==> config.mk <==
export PLATFORM = sky130hd
export DESIGN_NAME = apb_rr_arbiter
export DESIGN_NICKNAME = d
export VERILOG_FILES = /design/src/rtl/apb_rr_arbiter.sv
export SDC_FILE = /design/constraint.sdc
export NUM_CORES = 1
export LEC_CHECK = 0
export CORE_UTILIZATION = 40
export DETAILED_ROUTE_END_ITERATION = 12
export GPL_TIMING_DRIVEN = 0
export PLACE_DENSITY = 0.69
export REMOVE_ABC_BUFFERS = 1
export SLEW_MARGIN = 20
export SYNTH_ARGS = -nofsm -noshare
export SYNTH_HDL_FRONTEND = slang
export SYNTH_SLANG_ARGS = --single-unit
==> constraint.sdc <==
create_clock -name clk -period 4.5 [get_ports clk]
set_input_delay 0.45 -clock clk [delete_from_list [all_inputs] [get_ports clk]]
set_output_delay 0.45 -clock clk [all_outputs]
set_load 0.1 [all_outputs]
==> src/rtl/apb_rr_arbiter.sv <==
// N-master to 1-slave APB3 arbiter: fixed-priority or round-robin grant, access timeout,
// registered response. Define ARB_PSLVERR_EN to add the per-master mst_pslverr port.
module apb_rr_arbiter #(
  parameter int NUM_MST    = 3,
  parameter int ADDR_WIDTH = 21,
  parameter int DATA_WIDTH = 16,
  parameter int TO_WIDTH   = 16
) (
  input  logic                          clk,
  input  logic                          rstn,
  input  logic [TO_WIDTH-1:0]           cfg_timeout,
  input  logic                          cfg_rr_en,
  input  logic [NUM_MST*ADDR_WIDTH-1:0] mst_paddr,
  input  logic [NUM_MST-1:0]            mst_psel,
  input  logic [NUM_MST-1:0]            mst_penable,
  input  logic [NUM_MST-1:0]            mst_pwrite,
  input  logic [NUM_MST*DATA_WIDTH-1:0] mst_pwdata,
  output logic [NUM_MST-1:0]            mst_pready,
  output logic [DATA_WIDTH-1:0]         mst_prdata,
`ifdef ARB_PSLVERR_EN
  output logic [NUM_MST-1:0]            mst_pslverr,
`endif
  output logic [ADDR_WIDTH-1:0]         req_addr,
  output logic                          req_write,
  output logic                          req_sel,
  output logic [DATA_WIDTH-1:0]         req_wdata,
  input  logic                          req_ready,
  input  logic [DATA_WIDTH-1:0]         req_rdata,
  output logic                          stat_timeout,
  output logic [$clog2(NUM_MST)-1:0]    stat_gnt_id
);
  localparam int GW = $clog2(NUM_MST);

  typedef enum logic [1:0] {IDLE, ACCESS, RESP} state_t;

  state_t                state, state_nx;
  logic [GW-1:0]         last, last_nx, gnt_nx, cand;
  logic [ADDR_WIDTH-1:0] addr_nx;
  logic [DATA_WIDTH-1:0] wdata_nx, prdata_nx;
  logic                  write_nx, sel_nx, to_nx, found;
  logic [TO_WIDTH-1:0]   cnt, cnt_nx, cnt_inc;
  logic [NUM_MST-1:0]    valid, onehot, pready_nx;
`ifdef ARB_PSLVERR_EN
  logic [NUM_MST-1:0]    pslverr_nx;
`endif

  logic [ADDR_WIDTH-1:0] paddr_a [NUM_MST];
  logic [DATA_WIDTH-1:0] pwdata_a [NUM_MST];

  for (genvar g = 0; g < NUM_MST; g++) begin : g_unpack
    assign paddr_a[g]  = mst_paddr[g*ADDR_WIDTH +: ADDR_WIDTH];
    assign pwdata_a[g] = mst_pwdata[g*DATA_WIDTH +: DATA_WIDTH];
  end

  // pready masks the master being answered so its held request is not re-granted
  assign valid   = mst_psel & mst_penable & ~mst_pready;
  assign onehot  = NUM_MST'(1) << stat_gnt_id;
  assign cnt_inc = (cnt == '1) ? cnt : cnt + TO_WIDTH'(1);

  always_comb begin
    state_nx  = state;
    last_nx   = last;
    gnt_nx    = stat_gnt_id;
    addr_nx   = req_addr;
    write_nx  = req_write;
    wdata_nx  = req_wdata;
    sel_nx    = req_sel;
    cnt_nx    = cnt;
    prdata_nx = mst_prdata;
    pready_nx = '0;
    to_nx     = 1'b0;
    found     = 1'b0;
    cand      = '0;
`ifdef ARB_PSLVERR_EN
    pslverr_nx = '0;
`endif
    case (state)
      IDLE: begin
        for (int unsigned k = 0; k < NUM_MST; k++) begin
          cand = cfg_rr_en ? GW'((32'(last) + 32'd1 + k) % NUM_MST) : GW'(k);
          if (!found && valid[cand]) begin
            found    = 1'b1;
            gnt_nx   = cand;
            addr_nx  = paddr_a[cand];
            write_nx = mst_pwrite[cand];
            wdata_nx = pwdata_a[cand];
          end
        end
        if (found) begin
          if (cfg_rr_en) last_nx = gnt_nx;
          sel_nx   = 1'b1;
          cnt_nx   = '0;
          state_nx = ACCESS;
        end
      end
      ACCESS: begin
        cnt_nx = cnt_inc;
        if (req_ready) begin
          prdata_nx = req_rdata;
          pready_nx = onehot;
          sel_nx    = 1'b0;
          state_nx  = RESP;
        end else if (cfg_timeout != '0 && cnt_inc >= cfg_timeout) begin
          prdata_nx = '0;
          pready_nx = onehot;
          to_nx     = 1'b1;
          sel_nx    = 1'b0;
          state_nx  = RESP;
`ifdef ARB_PSLVERR_EN
          pslverr_nx = onehot;
`endif
        end
      end
      RESP: state_nx = IDLE;
      default: state_nx = IDLE;
    endcase
  end

  always_ff @(posedge clk or negedge rstn) begin
    if (!rstn) begin
      state        <= IDLE;
      last         <= GW'(NUM_MST-1);
      stat_gnt_id  <= '0;
      req_addr     <= '0;
      req_write    <= 1'b0;
      req_wdata    <= '0;
      req_sel      <= 1'b0;
      cnt          <= '0;
      mst_prdata   <= '0;
      mst_pready   <= '0;
      stat_timeout <= 1'b0;
`ifdef ARB_PSLVERR_EN
      mst_pslverr  <= '0;
`endif
    end else begin
      state        <= state_nx;
      last         <= last_nx;
      stat_gnt_id  <= gnt_nx;
      req_addr     <= addr_nx;
      req_write    <= write_nx;
      req_wdata    <= wdata_nx;
      req_sel      <= sel_nx;
      cnt          <= cnt_nx;
      mst_prdata   <= prdata_nx;
      mst_pready   <= pready_nx;
      stat_timeout <= to_nx;
`ifdef ARB_PSLVERR_EN
      mst_pslverr  <= pslverr_nx;
`endif
    end
  end
endmodule

==> metrics.cfg <==
[worst_hold_path]
hold_depth = 1
hold_class = flop to flop

[worst_setup_path]
worstPathRequired_ps = 4740
criticalPathCategory = flop to flop
worstPathArrival_ps = 4520
startpoint_type = flop
crit_fanout = 47
crit_path_end_kind = flop
ff2ff_path_depth = 8

[sta]
clock_skew_ps = 9.691
setup_ws_ps = 228.1
setup_viol = 0
rsz0062_at_grt = false
final-hold-violation-count = 0
tightestPinTransition_ps = 1154
setup_tns_ps = 0
hold_ws_ps = 489.5
slew-limit-headroom_pct = 22.77
max_freq_mhz = 234.1
drv_slew = 0
fin_crit_ps = 4272
period_share_pct = 94.93

[placed_design]
place_area_um2 = 9866
place_hpwl_um = 17920
place_congestion = 0.8082
place_ws_ps = -162.0
portBuffers = 216

[floorplanning]
dieWidth_um = 137.8
coreArea_um2 = 18020
dieArea_um2 = 18980
ioPinCount = 217
rows = 49
die_h_um = 137.8
start_util_pct = 40.91

[finish]
area_growth_pct = 37.50
nNetsFinal = 1237
finish.utilization_pct = 56.25
drive_above_1_share_pct = 9.765
final_cell_area_um2 = 10140
diodes = 0
fillerInstances = 1674

[synth]
synth.most_common_cell = nor2_1
ys_seq_area_share_pct = 27.50
synthArstFlopShare_pct = 100.0
ys_top_cells_by_area = dfrtp_1 27%, a22oi_1 7.7%, o211ai_1 6.2%, a21oi_1 5.6%, nor2_1 4.4%
ys_warn_count = 0
ys_seq_elements = 81
yosysTopAreaCell = dfrtp_1
yosys.area.top_type_share_pct = 27.15
ys_types = 65
ys.flop_type = dfrtp_1
syn-cell-area_um2 = 7375
syn_avg_cell_area_um2 = 8.131
synth_edf_count = 0
netlist_instances = 907
synth_common_cells = 86 x nor2_1, 82 x a21oi_1, 80 x dfrtp_1

[pwr]
p_leak_nw = 3.829
ir_drop_v = 0.0006748
power_density_nw_per_um2 = 765.3
clockPowerShare_pct = 8.9
seq_power_share_pct = 16.3
switchingPower_mw = 4.585
power_frac_comb_pct = 74.8
intPower_mw = 3.175
switching_share_pct = 59.09

[cts]
clockBufferDepth = 2
clkTransAtPathRegs_ps = 70
htree_num_levels = 3
cts.sinks = 81
cts_tree = built
cts_root_buffer = clkbuf_16
clock_latency_ps = 350
cts_buffers = 9
post_cts_buffers = 0

[routing]
avgViaCountPerCell = 6.491
drtPass1Iterations = 6
routed_wirelength_um = 27190
drc_errors = 0
via_count = 8399
drtIter0Drc = 771
wl_per_cell_um = 21.01
ant_nets = 0

[global_route]
overflow = 0
grt_max_degree = 83
grt_pass1_vias = 8001
grt_pass1_wl_um = 42790
track_usage_pct = 28.97
antenna_found_initial = 1

[run]
drv_cap = 0

[status]
status = completed

## worst max-delay path: stages, from the launching register on
cell	delay [ps]
dfstp_2	560
ha_4	560
nand2b_2	570
buf_16	230
o32a_1	230
and2_2	590
nand2_2	580
o221a_2	480
o41ai_1	320
## power by group through the flow
stage	sequential, mW	combinational (mW)	clock (mW)
after floorplan	3.10	2.14	0
after global placement	1.26	5.49	0
after detailed placement	1.27	5.77	0
after CTS	1.26	5.78	0.699
after global routing	1.31	6.13	0.728
final	1.26	5.81	0.689
## worst paths after layout
path / start / end / slack (ps)
worst max-delay path: last[1] / req_addr[16] / 230
worst min-delay path: req_sel / req_sel / 490
worst max register to register: last[1] / req_addr[16] / 230
worst min register to register: req_sel / req_sel / 490
max in group asynchronous: rstn / mst_prdata[9] / 3360
min in group asynchronous: rstn / req_wdata[0] / 560
## repair_timing
action	in CTS	in global routing
endpoints found under the hold margin	4	0
hold buffers	1	0
resized for setup	1	0
setup endpoints to repair	2	0
## layer usage
layer  global-route usage, %  wire length, µm  vias to the layer above
met4                   11.59              732                        2
met1                   38.22            11360                     4062
met3                   6.990             2421                       63
met5                       0               12                        -
met2                   45.28            12670                      409
li1                        -                -                     3863
## sequential cells by signal (all words and copies together), names as in the netlist, 2 cells and up
name,count
mst_prdata,16
mst_pready,3
req_wdata,16
stat_gnt_id,2
last,2
cnt,16
state,2
req_addr,21
## cells in the final DEF (no fill, tap or decap), types with 3 or more instances in the layout
cell	n
a31oi_1	7
o2bb2ai_1	4
buf_6	6
a221oi_1	27
clkbuf_16	9
o21ai_0	50
a222oi_1	13
nand3_1	9
clkdlybuf4s50_1	215
nor4_1	9
o211ai_1	61
a21oi_1	82
a211oi_1	3
nand4_1	8
o221a_2	3
buf_16	7
dfrtp_1	80
xnor2_1	10
inv_1	25
a221oi_2	20
a22o_1	30
a21oi_2	21
nor2b_1	29
nor2_1	83
o21a_1	3
a21o_1	7
a22oi_1	76
ha_1	17
nand2_1	38
nor3_1	7
or2_2	4
a311oi_1	12
a21boi_0	12
nand2b_1	15
a41oi_1	3
buf_8	3
## through the flow
| stage | instances | total power, mW |
|---|---|---|
| floorplan | 817 | 5.246 |
| global placement | 1262 | 6.750 |
| detailed placement | 1279 | 7.037 |
| CTS | 1294 | 7.745 |
| global route | 1294 | 8.169 |
| finish | 1294 | 7.760 |
## cell families (layout without fill, tap and decap cells)
kind of cell / count (synthesis) / in the layout / share of synthesized area, %
AND/OR/NAND/NOR: 226 / 226 / 15.17
buffers and inverters: 116 / 274 / 6.329
AO/OA/AOI/OAI: 450 / 450 / 45.91
flip-flops: 81 / 81 / 27.50
multiplexers: 3 / 3 / 0.4411
adder cells (fa/ha/maj): 19 / 19 / 3.224
XOR/XNOR: 12 / 12 / 1.425
## cell type report
class	instances	area [µm²]	share of cell area, %
Tap cell	229	286.5	2.826
Multi-Input combinational cell	710	4957	48.89
Clock inverter	5	35.03	0.3455
Clock buffer	9	225.2	2.221
Sequential cell	81	2028	20.00
Timing Repair Buffer	234	2507	24.73
Inverter	26	100.1	0.9872
Power figures use the tool's default switching activity.
